File: config.mk
export PLATFORM = sky130hd
export DESIGN_NAME = eth_mac_tx
export DESIGN_NICKNAME = d
export VERILOG_FILES = /design/src/rtl/eth_pkg.sv /design/src/rtl/eth_crc32.sv /design/src/rtl/eth_mac_tx.sv
export SDC_FILE = /design/constraint.sdc
export NUM_CORES = 1
export LEC_CHECK = 0
export CAP_MARGIN = 20
export CORE_MARGIN = 2
export CORE_UTILIZATION = 59
export DETAILED_ROUTE_END_ITERATION = 16
export PLACE_DENSITY = 0.81
export SKIP_CTS_REPAIR_TIMING = 1
export SYNTH_ARGS = -nofsm -noshare
export SYNTH_HDL_FRONTEND = slang
export SYNTH_HIERARCHICAL = 1
export SYNTH_SLANG_ARGS = --single-unit
File: constraint.sdc
create_clock -name clk -period 4.5 [get_ports clk]
set_clock_uncertainty 0.1 [all_clocks]
set_input_delay 1.35 -clock clk [delete_from_list [all_inputs] [get_ports clk]]
set_output_delay 1.35 -clock clk [all_outputs]
set_load 0.1 [all_outputs]
File: src/rtl/eth_pkg.sv
// eth_pkg: shared Ethernet TX/RX types, constants and the CRC32 byte step.
// Holds the TX state enum, framing bytes and the reflected CRC32 helper.
package eth_pkg;

    typedef enum logic [2:0] {
        IDLE,
        PRE,
        SFD,
        DATA,
        PAD,
        FCS,
        IFG
    } eth_tx_state_t;

    localparam logic [7:0]  ETH_PREAMBLE_BYTE = 8'h55;
    localparam logic [7:0]  ETH_SFD           = 8'hD5;
    localparam logic [31:0] ETH_CRC_POLY      = 32'hEDB88320;
    localparam logic [31:0] ETH_CRC_INIT      = 32'hFFFFFFFF;

    // One byte of IEEE 802.3 CRC32, LSB of the byte first.
    function automatic logic [31:0] crc32_byte(
        input logic [31:0] crc,
        input logic [7:0]  data
    );
        logic [31:0] c;
        c = crc;
        for (int i = 0; i < 8; i++) begin
            if (c[0] ^ data[i]) begin
                c = (c >> 1) ^ ETH_CRC_POLY;
            end else begin
                c = c >> 1;
            end
        end
        return c;
    endfunction

endpackage

File: src/rtl/eth_crc32.sv
// eth_crc32: registered CRC32 accumulator with synchronous init and enable.
// Ports: clk, reset_n, init_i (load CRC init), en_i + data_i (fold byte), crc_o.
module eth_crc32
    import eth_pkg::*;
(
    input  logic        clk,
    input  logic        reset_n,
    input  logic        init_i,
    input  logic        en_i,
    input  logic [7:0]  data_i,
    output logic [31:0] crc_o
);

    logic [31:0] crc_q;
    logic [31:0] crc_d;

    always_comb begin
        crc_d = crc_q;
        if (init_i) begin
            crc_d = ETH_CRC_INIT;
        end else if (en_i) begin
            crc_d = crc32_byte(crc_q, data_i);
        end
    end

    always_ff @(posedge clk or negedge reset_n) begin
        if (!reset_n) begin
            crc_q <= ETH_CRC_INIT;
        end else begin
            crc_q <= crc_d;
        end
    end

    assign crc_o = crc_q;

endmodule

File: src/rtl/eth_mac_tx.sv
// eth_mac_tx: byte-wide Ethernet TX MAC: preamble, SFD, client data, zero pad,
// CRC32 FCS and inter-frame gap, all paced by the PHY byte strobe phy_ce.
// Ports: tx_start/tx_count in, tx_busy/tx_done out (arbiter side);
//   tx_addr/tx_adv/tx_last out, tx_data in (client fetch);
//   phy_ce in, phy_txd/phy_txen out (PHY side).
// Optional macro MAC_TX_STATS_EN adds frame_cnt and byte_cnt outputs.
module eth_mac_tx
    import eth_pkg::*;
#(
    parameter int unsigned PREAMBLE_LEN = 7,
    parameter int unsigned MIN_FRAME    = 60,
    parameter int unsigned IFG_BYTES    = 12,
    parameter int unsigned MAX_FRAME    = 1514
) (
    input  logic        clk,
    input  logic        reset_n,
    input  logic        tx_start,
    input  logic [10:0] tx_count,
    output logic        tx_busy,
    output logic [10:0] tx_addr,
    output logic        tx_adv,
    output logic        tx_last,
    input  logic [7:0]  tx_data,
    input  logic        phy_ce,
    output logic [7:0]  phy_txd,
    output logic        phy_txen,
    output logic        tx_done
`ifdef MAC_TX_STATS_EN
    ,
    output logic [31:0] frame_cnt,
    output logic [31:0] byte_cnt
`endif
);

    eth_tx_state_t state_q, state_d;
    logic [10:0]   cnt_q, cnt_d;
    logic [10:0]   count_q, count_d;
    logic [7:0]    txd_q, txd_d;
    logic          txen_q, txen_d;
    logic          busy_q, busy_d;
    logic          adv_q, adv_d;
    logic          last_q, last_d;
    logic [10:0]   addr_q, addr_d;
    logic          done_q, done_d;

    logic          crc_init;
    logic          crc_en;
    logic [7:0]    crc_data;
    logic [31:0]   crc;
    logic          count_ok;

    assign count_ok = (tx_count != 11'd0)
                   && (tx_count <= 11'(MAX_FRAME));

    eth_crc32 u_crc (
        .clk     (clk),
        .reset_n (reset_n),
        .init_i  (crc_init),
        .en_i    (crc_en),
        .data_i  (crc_data),
        .crc_o   (crc)
    );

    always_comb begin
        state_d  = state_q;
        cnt_d    = cnt_q;
        count_d  = count_q;
        txd_d    = txd_q;
        txen_d   = txen_q;
        busy_d   = busy_q;
        adv_d    = 1'b0;
        last_d   = 1'b0;
        addr_d   = addr_q;
        done_d   = 1'b0;
        crc_init = 1'b0;
        crc_en   = 1'b0;
        crc_data = tx_data;

        unique case (state_q)
            IDLE: begin
                // busy trails tx_done by one cycle
                if (done_q) begin
                    busy_d = 1'b0;
                end
                if (tx_start && count_ok) begin
                    state_d = PRE;
                    count_d = tx_count;
                    cnt_d   = 11'd0;
                    busy_d  = 1'b1;
                end
            end
            PRE: begin
                if (phy_ce) begin
                    txd_d  = ETH_PREAMBLE_BYTE;
                    txen_d = 1'b1;
                    if (cnt_q == 11'(PREAMBLE_LEN - 1)) begin
                        state_d = SFD;
                        cnt_d   = 11'd0;
                    end else begin
                        cnt_d = cnt_q + 11'd1;
                    end
                end
            end
            SFD: begin
                if (phy_ce) begin
                    txd_d    = ETH_SFD;
                    adv_d    = 1'b1;
                    addr_d   = 11'd0;
                    last_d   = (count_q == 11'd1);
                    crc_init = 1'b1;
                    state_d  = DATA;
                    cnt_d    = 11'd0;
                end
            end
            DATA: begin
                if (phy_ce) begin
                    txd_d  = tx_data;
                    crc_en = 1'b1;
                    if (cnt_q + 11'd1 < count_q) begin
                        // prefetch the next byte for the following strobe
                        adv_d  = 1'b1;
                        addr_d = cnt_q + 11'd1;
                        last_d = (cnt_q + 11'd2 == count_q);
                        cnt_d  = cnt_q + 11'd1;
                    end else if (count_q < 11'(MIN_FRAME)) begin
                        state_d = PAD;
                        cnt_d   = cnt_q + 11'd1;
                    end else begin
                        state_d = FCS;
                        cnt_d   = 11'd0;
                    end
                end
            end
            PAD: begin
                if (phy_ce) begin
                    txd_d    = 8'h00;
                    crc_data = 8'h00;
                    crc_en   = 1'b1;
                    if (cnt_q == 11'(MIN_FRAME - 1)) begin
                        state_d = FCS;
                        cnt_d   = 11'd0;
                    end else begin
                        cnt_d = cnt_q + 11'd1;
                    end
                end
            end
            FCS: begin
                if (phy_ce) begin
                    txd_d = ~crc[{cnt_q[1:0], 3'b000} +: 8];
                    if (cnt_q == 11'd3) begin
                        state_d = IFG;
                        cnt_d   = 11'd0;
                    end else begin
                        cnt_d = cnt_q + 11'd1;
                    end
                end
            end
            IFG: begin
                if (phy_ce) begin
                    txd_d  = 8'h00;
                    txen_d = 1'b0;
                    if (cnt_q == 11'(IFG_BYTES - 1)) begin
                        done_d  = 1'b1;
                        state_d = IDLE;
                        cnt_d   = 11'd0;
                    end else begin
                        cnt_d = cnt_q + 11'd1;
                    end
                end
            end
            default: begin
                state_d = IDLE;
            end
        endcase
    end

    always_ff @(posedge clk or negedge reset_n) begin
        if (!reset_n) begin
            state_q <= IDLE;
            cnt_q   <= 11'd0;
            count_q <= 11'd0;
            txd_q   <= 8'h00;
            txen_q  <= 1'b0;
            busy_q  <= 1'b0;
            adv_q   <= 1'b0;
            last_q  <= 1'b0;
            addr_q  <= 11'd0;
            done_q  <= 1'b0;
        end else begin
            state_q <= state_d;
            cnt_q   <= cnt_d;
            count_q <= count_d;
            txd_q   <= txd_d;
            txen_q  <= txen_d;
            busy_q  <= busy_d;
            adv_q   <= adv_d;
            last_q  <= last_d;
            addr_q  <= addr_d;
            done_q  <= done_d;
        end
    end

    assign tx_busy  = busy_q;
    assign tx_addr  = addr_q;
    assign tx_adv   = adv_q;
    assign tx_last  = last_q;
    assign phy_txd  = txd_q;
    assign phy_txen = txen_q;
    assign tx_done  = done_q;

`ifdef MAC_TX_STATS_EN
    logic [31:0] frame_cnt_q;
    logic [31:0] byte_cnt_q;
    logic [10:0] flen;

    // wire bytes DA..FCS: padded length plus four FCS bytes
    assign flen = (count_q < 11'(MIN_FRAME)) ? 11'(MIN_FRAME) : count_q;

    always_ff @(posedge clk or negedge reset_n) begin
        if (!reset_n) begin
            frame_cnt_q <= 32'd0;
            byte_cnt_q  <= 32'd0;
        end else if (done_q) begin
            frame_cnt_q <= frame_cnt_q + 32'd1;
            byte_cnt_q  <= byte_cnt_q + 32'(flen) + 32'd4;
        end
    end

    assign frame_cnt = frame_cnt_q;
    assign byte_cnt  = byte_cnt_q;
`endif

endmodule

# Yosys cells after proc, flatten, opt, wreduce, memory -nomap -nowiden

Cells that the tools add are included.

Bits in registers: 81
Input bits: 23
Output and inout bits: 24
Word-level logic and storage cells: 160

Add/subtract/negate cells: 2
Magnitude comparators: 3
Equality and inequality tests: 26
Shift-type cells: 1
Muxes and demuxes: 81
Bitwise operators: 17
Reduce and logical (&&, ||, !) cells: 19

Operator list:

| cell                                                                          | count |
|---|---|
| 32-bit two-way mux                                                            | 24 |
| 11-bit two-way mux                                                            | 15 |
| 13-bit NOT with 14-bit output                                                 | 8 |
| 11-bit one-hot mux with 7 select lines                                        | 1 |
| 8-bit two-way mux                                                             | 7 |
| 8-bit one-hot mux with 5 select lines                                         | 1 |
| 3-bit two-way mux                                                             | 12 |
| 32-bit by 6-bit indexed part select with 8-bit output                         | 1 |
| 2-bit inequality test, second input constant                                  | 13 |
| 11-bit one-hot mux with 2 select lines                                        | 1 |
| 3-bit one-hot mux with 7 select lines                                         | 1 |
| 1-bit two-way mux                                                             | 16 |
| 12-bit AND reduction                                                          | 1 |
| 11-bit by 1-bit adder with 11-bit output, second input constant               | 1 |
| 11-bit by 2-bit adder with 11-bit output, second input constant               | 1 |
| 11-bit by 1-bit equality test with 1-bit output, second input constant        | 1 |
| 11-bit equality test                                                          | 1 |
| 11-bit by 2-bit equality test with 1-bit output, second input constant        | 1 |
| 11-bit by 3-bit equality test with 1-bit output, second input constant        | 1 |
| 11-bit by 4-bit equality test with 1-bit output, second input constant        | 1 |
| 11-bit by 6-bit equality test with 1-bit output, second input constant        | 1 |
| 11-bit less-or-equal comparator, second input constant                        | 1 |
| 11-bit less-than comparator                                                   | 1 |
| 11-bit by 6-bit less-than comparator with 1-bit output, second input constant | 1 |
| other kinds (19)                                                              | 37 |

# Longest topological paths before layout

Gate-level depths: netlist (run 1).

Word-level depth: 34
Gate-level depth with buffers: 15
Depth with buffers taken out: 13

# By module

Netlist (run 1), hierarchy kept.

Modules (own cells, without submodules):

| module     | instances | cells each | area an instance (um^2) | seq. area each (um^2) |
|---|---|---|---|---|
| eth_mac_tx | 1         | 365        | 3,316.9                 | 1,226.2 |
| eth_crc32  | 1         | 193        | 2,153.3                 | 840.8 |

# Worst setup path after synthesis (run 1)

OpenSTA, ideal clock, no wires.

Path kind: input-to-reg
From: input port phy_ce
To: register u_crc.crc_q[24] (netlist: u_crc/crc_o[24])
Setup time: 0.073 ns
Arrival time: 3.583 ns
Required time: 4.327 ns
Path slack: 0.744 ns
Stages on the path: 9
Path buffers: 1
Cells stage by stage: clkbuf_1 > nand2b_1 > nor2_1 > nor2b_1 > xnor2_4 > xnor2_4 > xor3_2 > xnor2_1 > a21oi_1

Elaborated cells on any way between the ends: 41

RTL lines:

| item                                    | RTL line          | RTL |
|---|---|---|
| start, declared                         | eth_mac_tx.sv:24  | `input logic phy_ce,` |
| 8-bit two-way mux (*)                   | eth_mac_tx.sv:135 | `if (phy_ce) begin` |
| 8-bit two-way mux (*)                   | eth_mac_tx.sv:79  | `unique case (state_q)` |
| via crc_data[1]                         | eth_mac_tx.sv:48  | `logic [7:0] crc_data;` |
| 1-bit bitwise XOR (*)                   | eth_pkg.sv:28     | `if (c[0] ^ data[i]) begin` |
| 32-bit two-way mux (*)                  | eth_pkg.sv:28     |  |
| 32-bit two-way mux (*)                  | eth_crc32.sv:21   | `end else if (en_i) begin` |
| 32-bit two-way mux (*)                  | eth_crc32.sv:19   | `if (init_i) begin` |
| 13-bit NOT with 14-bit output (no line) | --                |  |
| [... 13 more ...]                       | --                |  |
| 32-bit two-way mux (*)                  | eth_crc32.sv:19   |  |
| 32-bit two-way mux (*)                  | eth_pkg.sv:28     |  |
| 32-bit two-way mux (*)                  | eth_crc32.sv:21   |  |
| 32-bit two-way mux (*)                  | eth_crc32.sv:19   |  |
| 13-bit NOT with 14-bit output (no line) | --                |  |
| 32-bit two-way mux (*)                  | eth_pkg.sv:28     |  |
| 32-bit two-way mux (*)                  | eth_crc32.sv:21   |  |
| 32-bit two-way mux (*)                  | eth_crc32.sv:19   |  |
| end signal, assigned                    | eth_crc32.sv:30   | `crc_q <= crc_d;` |
| end, declared                           | eth_crc32.sv:14   | `logic [31:0] crc_q;` |

The timed path passes the listed nets; every way through them passes the cells marked *. The select of a mux whose other input is x is not followed.
A chain may end at the register's enable or synchronous reset.

# Worst setup path in the final report (run 1)

From: input port phy_ce
To: register u_crc.crc_q[23] (netlist: u_crc/crc_o[23])

Elaborated cells on any way between the ends: 41

RTL lines:

| item                                    | RTL line |
|---|---|
| 8-bit two-way mux (*)                   | eth_mac_tx.sv:135 |
| 8-bit two-way mux (*)                   | eth_mac_tx.sv:79 |
| via crc_data[1]                         | eth_mac_tx.sv:48 |
| 1-bit bitwise XOR (*)                   | eth_pkg.sv:28 |
| 32-bit two-way mux (*)                  | eth_pkg.sv:28 |
| 32-bit two-way mux (*)                  | eth_crc32.sv:21 |
| 32-bit two-way mux (*)                  | eth_crc32.sv:19 |
| 32-bit two-way mux (*)                  | eth_pkg.sv:28 |
| [... 13 more ...]                       | -- |
| 13-bit NOT with 14-bit output (no line) | -- |
| 32-bit two-way mux (*)                  | eth_pkg.sv:28 |
| 32-bit two-way mux (*)                  | eth_crc32.sv:21 |
| 32-bit two-way mux (*)                  | eth_crc32.sv:19 |
| 13-bit NOT with 14-bit output (no line) | -- |
| 32-bit two-way mux (*)                  | eth_pkg.sv:28 |
| 32-bit two-way mux (*)                  | eth_crc32.sv:21 |
| 32-bit two-way mux (*)                  | eth_crc32.sv:19 |

Marked as above.

==> results of run 1 <==
==> final timing paths <==
| kind | cells past startpoint | slack [ns] | end |
|---|---|---|---|
| setup / recovery | 9 | 0.53 | u_crc/crc_o[23] |
| hold / removal | 2 | 0.39 | tx_addr[10] |
| setup reg to reg | 13 | 0.55 | cnt_q[2] |
| hold reg to reg | 2 | 0.39 | tx_addr[10] |
| max in group asynchronous | 2 | 2.92 | u_crc/crc_o[12] |
| min in group asynchronous | 1 | 0.99 | u_crc/crc_o[11] |
==> logic make-up after synthesis <==
family	after synthesis	synth area share
AND/OR/NAND/NOR	176	0.167
AO/OA/AOI/OAI	128	0.160
XOR/XNOR	89	0.180
flip-flops	81	0.378
buffers and inverters	58	0.0432
adder cells (fa/ha/maj)	15	0.0339
multiplexers	11	0.0387
==> cell type report <==
cell class / count / area [um^2] / share of cell area
Inverter: 24 / 90.1 / 0.0144
Timing Repair Buffer: 60 / 583 / 0.0933
Sequential cell: 81 / 2070 / 0.331
Multi-Input combinational cell: 419 / 3180 / 0.509
Clock inverter: 7 / 62.6 / 0.0100
Clock buffer: 9 / 124 / 0.0198
Tap cell: 111 / 139 / 0.0222
==> power by group <==
group / internal [uW] / total (uW) / leakage (uW) / switching [uW]
combinational: 1480 / 3280 / 0.00162 / 1800
sequential: 1070 / 1370 / 0.000969 / 298
clock: 211 / 522 / 0.0000923 / 311
total: 2760 / 5160 / 0.00268 / 2410
==> critical path: stages <==
cell and delay (ns):
clkdlybuf4s50_1 0.48, nand2b_1 0.12, nor2_1 0.48, nor2b_1 0.21
xnor2_4 0.48, xnor3_1 0.52, xnor2_2 0.20, xor2_1 0.15
o21ai_1 0.16
==> layer usage <==
layer  GRT usage  part of all wire  up-vias
met1       0.419              0.47     2092
met2       0.389              0.45      152
li1            -                 -     2011
met3      0.0439             0.061       21
met4      0.0906             0.017        0
met5           0                 0        -
==> cells in the mapped netlist (all sizes together) (3+ instances only) <==
master and number:
buf 8, nand3 7, or2 19, o2bb2ai 9, a21o 6, nand2 47, xnor2 62, ha 14
nor4 4, nor2b 28, o21ai 34, nand4 4, and4 4, a32o 5, clkbuf 26, inv 24
and3 8, xnor3 3, xor2 23, o31ai 10, dfstp 32, dfrtp 49, a211o 10, a22o 3
a21oi 34, nor2 37, nor3 7, mux4 8
==> through the flow <==
| stage | std cells | power (uW) | utilization | hold WS [ns] | worst slack, ns |
|---|---|---|---|---|---|
| 2_1_floorplan | 558 | 3920 | - | 0.400 | 0.744 |
| 4_1_cts | 710 | 5130 | 0.682 | 0.388 | 0.355 |
| 3_5_place_dp | 694 | 4590 | 0.661 | 0.364 | 0.184 |
| 5_1_grt | 711 | 5490 | 0.686 | 0.416 | 0.253 |
| 3_3_place_gp | 694 | 4500 | 0.661 | 0.361 | 0.231 |
| 6_report | 711 | 5160 | 0.686 | 0.386 | 0.528 |
==> registers in the layout (all words and copies together), names as in the netlist <==
name	cells
cnt_q	11
count_q	11
phy_txd	8
phy_txen	1
state_q	3
tx_addr	11
tx_adv	1
tx_busy	1
tx_done	1
tx_last	1
u_crc/crc_o	32
==> summary.md, run 1 <==
The flow ran to the end, and the final reports show no timing, DRC or antenna violations. The worst hold path begins at tx_addr[10]. The total global-route track usage is 0.271, and the count of fill cells added during filler insertion is 695.

The first detailed-routing pass ran for 5 iterations. The clock network latency to the later pin of the worst-skew pair was 0.37 ns. After global routing the overflow that remains totals 0. Summed over all cells, the static leakage comes to 0.00268 uW.

The run gives 4029 as the number of global-route vias before repair. Measured along the x axis, the die boundary spans 100 um. Distinct cell type count of the synthesized netlist: 65. Share of Yosys cell area claimed by the top area cell type: 0.224. The relative slew slack was 0.347; the aggregate routed wire length was 12.8 mm. The total number of vias is 4276, and the timing-limited maximum frequency is 252 MHz. In this run the critical register-to-register path is launched from cnt_q[3].

The dominant register cell in the synthesized netlist was dfrtp_1. The repair_antennas step left the layout with diodes totalling 0. Leaving out fill and tap cells, the most frequent cell in the layout is dfrtp_1. The final cell area excluding filler cells is 6250 um^2.

The worst setup path startpoint is phy_ce. For the aggregate negative setup slack, the log shows 0 ns. The share of layout cells above drive strength 1 was 0.192.

TritonCTS built the clock tree. The total area inside the core boundary comes to 9110 um^2. Dividing the detail-routed via count by the number of cells gives 6.01.

First-pass GRT wire length: 21.2 mm. The count of buffers added on input and output ports is 46. The startpoint type of the worst setup path was an input pin.

Setup repair after global routing left no endpoint under its margin. The final hold violation count is 0. CTS built an H-tree with a depth of 3. The tools report the number of routed nets with antenna violations as 0. The die height was 100 um; the cell row count was 35. The half-perimeter wire length after placement was 9.20 mm; the number of cells produced by synthesis was 558. For this run, the number of Yosys warnings is 6. The net count of the finished layout is 632.

The area of the mapped netlist was 5470 um^2; the routed length per instance was 18.0 um. Once placement finished, the instance area stood at 6020 um^2. The final count of pins violating max slew is 0.

The critical path required time came out at 4.69 ns. Counting along the longest clock path gives a buffer depth of 2. The tools report the endpoint class of the critical path as a flop. The sequential share of the synthesized area was 0.378. Counting every sink on the clock net gives 81. In the routed design, unresolved DRC markers number 0.

The congestion estimate from routability-driven global placement came to 0.886. The final setup violation count is 0. In the layout the commonest cells are dfrtp_1, nand2_1, xnor2_1, clkdlybuf4s50_1, nor2_1. For the initial core utilization, the log shows 0.601. The actual slew at the worst max-slew pin works out to 0.976 ns.

Largest driver fanout on the critical path: 8. From synthesis to final layout, the design area changed by 14.2%. The number of synthesized flops with an enable pin is 0, and the synthesized net count is 595. After synthesis, the cell types taking the most area are dfrtp_1, dfstp_2, xnor2_1. The async set or reset register ratio after synthesis was 1.00; the power per cell area was 826 nW/um^2. The portion of the clock cycle consumed by the worst path in the final layout works out to 0.883. Entering global routing, the biggest net connects 82 pins.

The synthesized design spends more area on one cell type than any other, namely dfrtp_1. After the first detailed-routing iteration, the DRC count stood at 398. For the number of top-level design ports, the log shows 47. The worst-case IR drop observed on VDD is 0.393 mV. After layout, the minimum clock period comes to 3.97 ns.

The die covers 10100 um^2. CTS placed an instance of clkbuf_8 at the clock tree root. The critical path is of the input pin to flop type. The flop and latch count out of synthesis is 81, and the clock transition at the register clock pins on the worst setup and hold paths after CTS is 0.10 ns. The synthesized area per cell was 9.80 um^2; the number of antenna violations at the first check in global routing was 0. In this run, CTS created clock tree buffers numbering 9. Across the run, the number of max-cap violations was 0.

The kind of path behind the tightest hold check is flop to flop. STA puts the critical path data arrival time at 4.16 ns.
Note: power is estimated with default switching activity, not from simulation.
==> run 2, diff against run 1 <==
--- a/config.mk
+++ b/config.mk
@@ -8,6 +8,7 @@
 export CAP_MARGIN = 20
 export CORE_MARGIN = 2
 export CORE_UTILIZATION = 59
+export CTS_CLUSTER_SIZE = 20
 export DETAILED_ROUTE_END_ITERATION = 16
 export PLACE_DENSITY = 0.81
 export SKIP_CTS_REPAIR_TIMING = 1
==> results of run 2 <==
No change in the layout: final DEF, timing and power equal those of run 1.
==> run 3, diff against run 2 <==
==> constraint.sdc (replaced) <==
create_clock -name clk -period 4.5 [get_ports clk]
set_clock_uncertainty 0.1 [all_clocks]
set_input_delay 0.675 -clock clk [delete_from_list [all_inputs] [get_ports clk]]
set_output_delay 0.675 -clock clk [all_outputs]
set_load 0.1 [all_outputs]
==> run 3 against run 2 <==
Die area stayed put; non-clock buffer count shrank 1; first-iteration DRC count decreased by 8.3%; clock-buffer cell count grew 1; maximum frequency rose by 7.1%; critical path depth increased by 5; power rose by 0.14%; via count decreased by 0.30%; critical endpoint is now cnt_q[2]; highest routed layer unchanged.
==> summary.md, run 3 (same netlist as run 1, synthesis figures left out) <==
The flow ran to the end, and the final reports show no timing, DRC or antenna violations. Critical-path cell list: ha_1 > and3_1 > nand2_1 > nor2_1 > xnor2_1 > inv_1 > ha_1 > and4_1 > and3_1 > a221oi_2 > o41ai_2 > clkbuf_4 > o21ba_1 > a21o_1 (was clkdlybuf4s50_1 > nand2b_1 > nor2_1 > nor2b_1 > xnor2_4 > xnor3_1 > xnor2_2 > xor2_1 > o21ai_1). The placer congestion estimate was 0.936 (was 0.886).

The most common cell after layout, fill and taps aside is dfrtp_1 (unchanged). For the final global-route overflow total, the log shows 0 (unchanged). The number of H-tree branching levels is 3 (unchanged). The logs give 0 (unchanged) for the final setup violation count and 2070 um^2 (unchanged) for the sequential standard cell area. The antenna diode count is 0 (unchanged), and the cell row count is 35 (unchanged).

The clock transition at the register clock pins on the worst setup and hold paths after CTS is 0.09 ns (was 0.10 ns), and the power per cell area is 828 nW/um^2 (was 826 nW/um^2). The number of I/O port buffers was 46 (unchanged); the path length in cells of the critical path was 14 (was 9). Master cell of the clock root buffer: clkbuf_8 (unchanged). The category of the critical setup timing path is flop to flop (was input pin to flop).

The length of the first detailed-routing pass in iterations came out at 5 (unchanged). The critical path required time is 4.70 ns (was 4.69 ns). The number of antenna violations at the first check in global routing is 0 (unchanged).

The TritonCTS buffer count was 9 (unchanged). The routed length per instance came out at 17.8 um (was 18.0 um). The number of top-level design ports was 47 (unchanged). Top library cells by usage in the layout, fill and taps aside: dfrtp_1, nand2_1, xnor2_1, clkdlybuf4s50_1, nor2_1 (unchanged).

The tools report the total number of vias as 4263 (was 4276). The share of layout cells above drive strength 1 was 0.189 (was 0.192); the area of combinational cells with multiple inputs was 3170 um^2 (was 3180 um^2). The run gives 365 (was 398) as the detailed router's first-iteration violation count. The number of routed nets with antenna violations was 0 (unchanged).

The startpoint of the most critical register-to-register path was cnt_q[2] (was cnt_q[3]). For the first-pass GRT wire length, the log shows 20.5 mm (was 21.2 mm). The layout overhead on the synthesized area works out to 14.2% (about the same). For the aggregate negative setup slack, the log shows 0 ns (unchanged). The worst setup path startpoint is cnt_q[2] (was phy_ce). The count of fill cells added during filler insertion is 709 (was 695), and the die height is 100 um (unchanged).

The cell type of the slowest stage on the worst timing path was dfrtp_1 (was xnor3_1). The flip-flop count of the largest register, all copies and words added was 32 (unchanged). The endpoint class of the critical path is a flop (unchanged).

The aggregate routed wire length is 12.6 mm (was 12.8 mm), and the depth of the worst register-to-register path is 14 (was 13). The reg-to-reg critical path endpoint was cnt_q[2] (unchanged). Pin count of the biggest net entering global routing: 82 (unchanged). The tools report the data arrival time at the worst-slack endpoint as 3.91 ns (was 4.16 ns). The tools report the core area as 9110 um^2 (unchanged).

For the count of unresolved DRC violations after routing, the log shows 0 (unchanged). The total global-route track usage is 0.261 (was 0.271). The kind of path behind the tightest hold check was input pin to async pin (was flop to flop). The peak supply drop is 0.381 mV (was 0.393 mV).

The number of buffer and inverter stages on the critical path was 2 (was 1). The tools report the relative slew slack as 0.348 (was 0.347). Setup repair after global routing left no endpoint under its margin.

The maximum cell stage delay along the critical path was 0.50 ns (was 0.52 ns). The largest driver fanout on the critical path is 10 (was 8). The initial core utilization came out at 0.601 (unchanged). Cell family contributing the most delay on the critical path: compound AO/OA/AOI/OAI gates (was XOR/XNOR gates). The portion of the clock cycle consumed by the worst path in the final layout was 0.824 (was 0.883). The startpoint type of the worst setup path is a flop (was an input pin). The worst hold slack was 0.0189 ns (was 0.386 ns); the reg2reg setup slack was 0.79 ns (was 0.55 ns).

The minimum period implied by the final worst setup slack was 3.71 ns (was 3.97 ns). Half-perimeter wire length after placement: 9.20 mm (about the same). TritonCTS built the clock tree. Actual slew at the worst max-slew pin: 0.975 ns (was 0.976 ns). The clock sink count is 81 (unchanged). The leakage power was 0.00268 uW (about the same). The end of the critical path is cnt_q[2] (was u_crc/crc_o[23]). The total chip power is 5170 uW (was 5160 uW), and the full die area is 10100 um^2 (unchanged). The via count normalized by instance count is 6.00 (was 6.01), and the timing-limited maximum frequency is 270 MHz (was 252 MHz). Number of global-route vias before repair: 3977 (was 4029).

The count of nets after finishing was 631 (was 632); the buffer depth of the longest clock path was 2 (unchanged). For the clock network latency to the later pin of the worst-skew pair, the log shows 0.36 ns (was 0.37 ns). The horizontal extent of the die is 100 um (unchanged), and the final count of pins violating max slew is 0 (unchanged). The tools report the number of maximum-capacitance constraint violations as 0 (unchanged).

For the final hold violation count, the log shows 0 (unchanged).
==> run 3: cell count changes in the layout (fill, tap and decap cells not counted), sizes merged <==
cell	previous run	this run
clkinv	3	2
clkbuf	9	11
buf	15	13
clkinvlp	1	2
inv	27	25
bufinv	0	1
==> run 3: cell type report <==
type,count,share of cell area
multi-input combinational,419,0.508
sequential,81,0.331
timing repair buffer,59,0.0921
tap,111,0.0222
clock buffer,10,0.0220
inverter,24,0.0144
clock inverter,6,0.0106
==> run 3: worst min-delay path by stage <==
stage,start,end,slack [ns],cells past startpoint
2_1_floorplan,reset_n,cnt_q[0],0.28,0
3_5_place_dp,tx_busy,tx_busy,0.37,1
3_3_place_gp,tx_addr[0],tx_addr[0],0.36,2
6_report,reset_n,phy_txd[2],0.02,1
5_1_grt,reset_n,phy_txd[2],0.02,1
4_1_cts,tx_addr[1],tx_addr[1],0.39,2
==> run 3: metrics by stage <==
step           setup WS (ns)  cells  cell area [um^2]   util
2_1_floorplan           1.23    558              5470      -
4_1_cts                0.406    708              6210  0.682
6_report               0.791    710              6250  0.686
5_1_grt                0.519    710              6250  0.686
3_5_place_dp           0.412    692              6010  0.660
3_3_place_gp           0.598    692              6010  0.660
==> run 3: per-layer routing <==
metal  vias to the layer above  routed length [um]  part of all wire  global-route usage
li1                       2000                   -                 -                   -
met1                      2075                5960              0.47               0.400
met2                       168                5630              0.45               0.380
met3                        20                 828             0.066              0.0369
met4                         0                 211             0.017              0.0885
met5                         -                   0                 0                   0
==> run 3: report_power, final <==
group / switching, uW / total, uW / internal (uW)
registers: 273 / 1340 / 1070
clock network: 284 / 556 / 273
logic: 1800 / 3270 / 1470
total: 2360 / 5170 / 2810
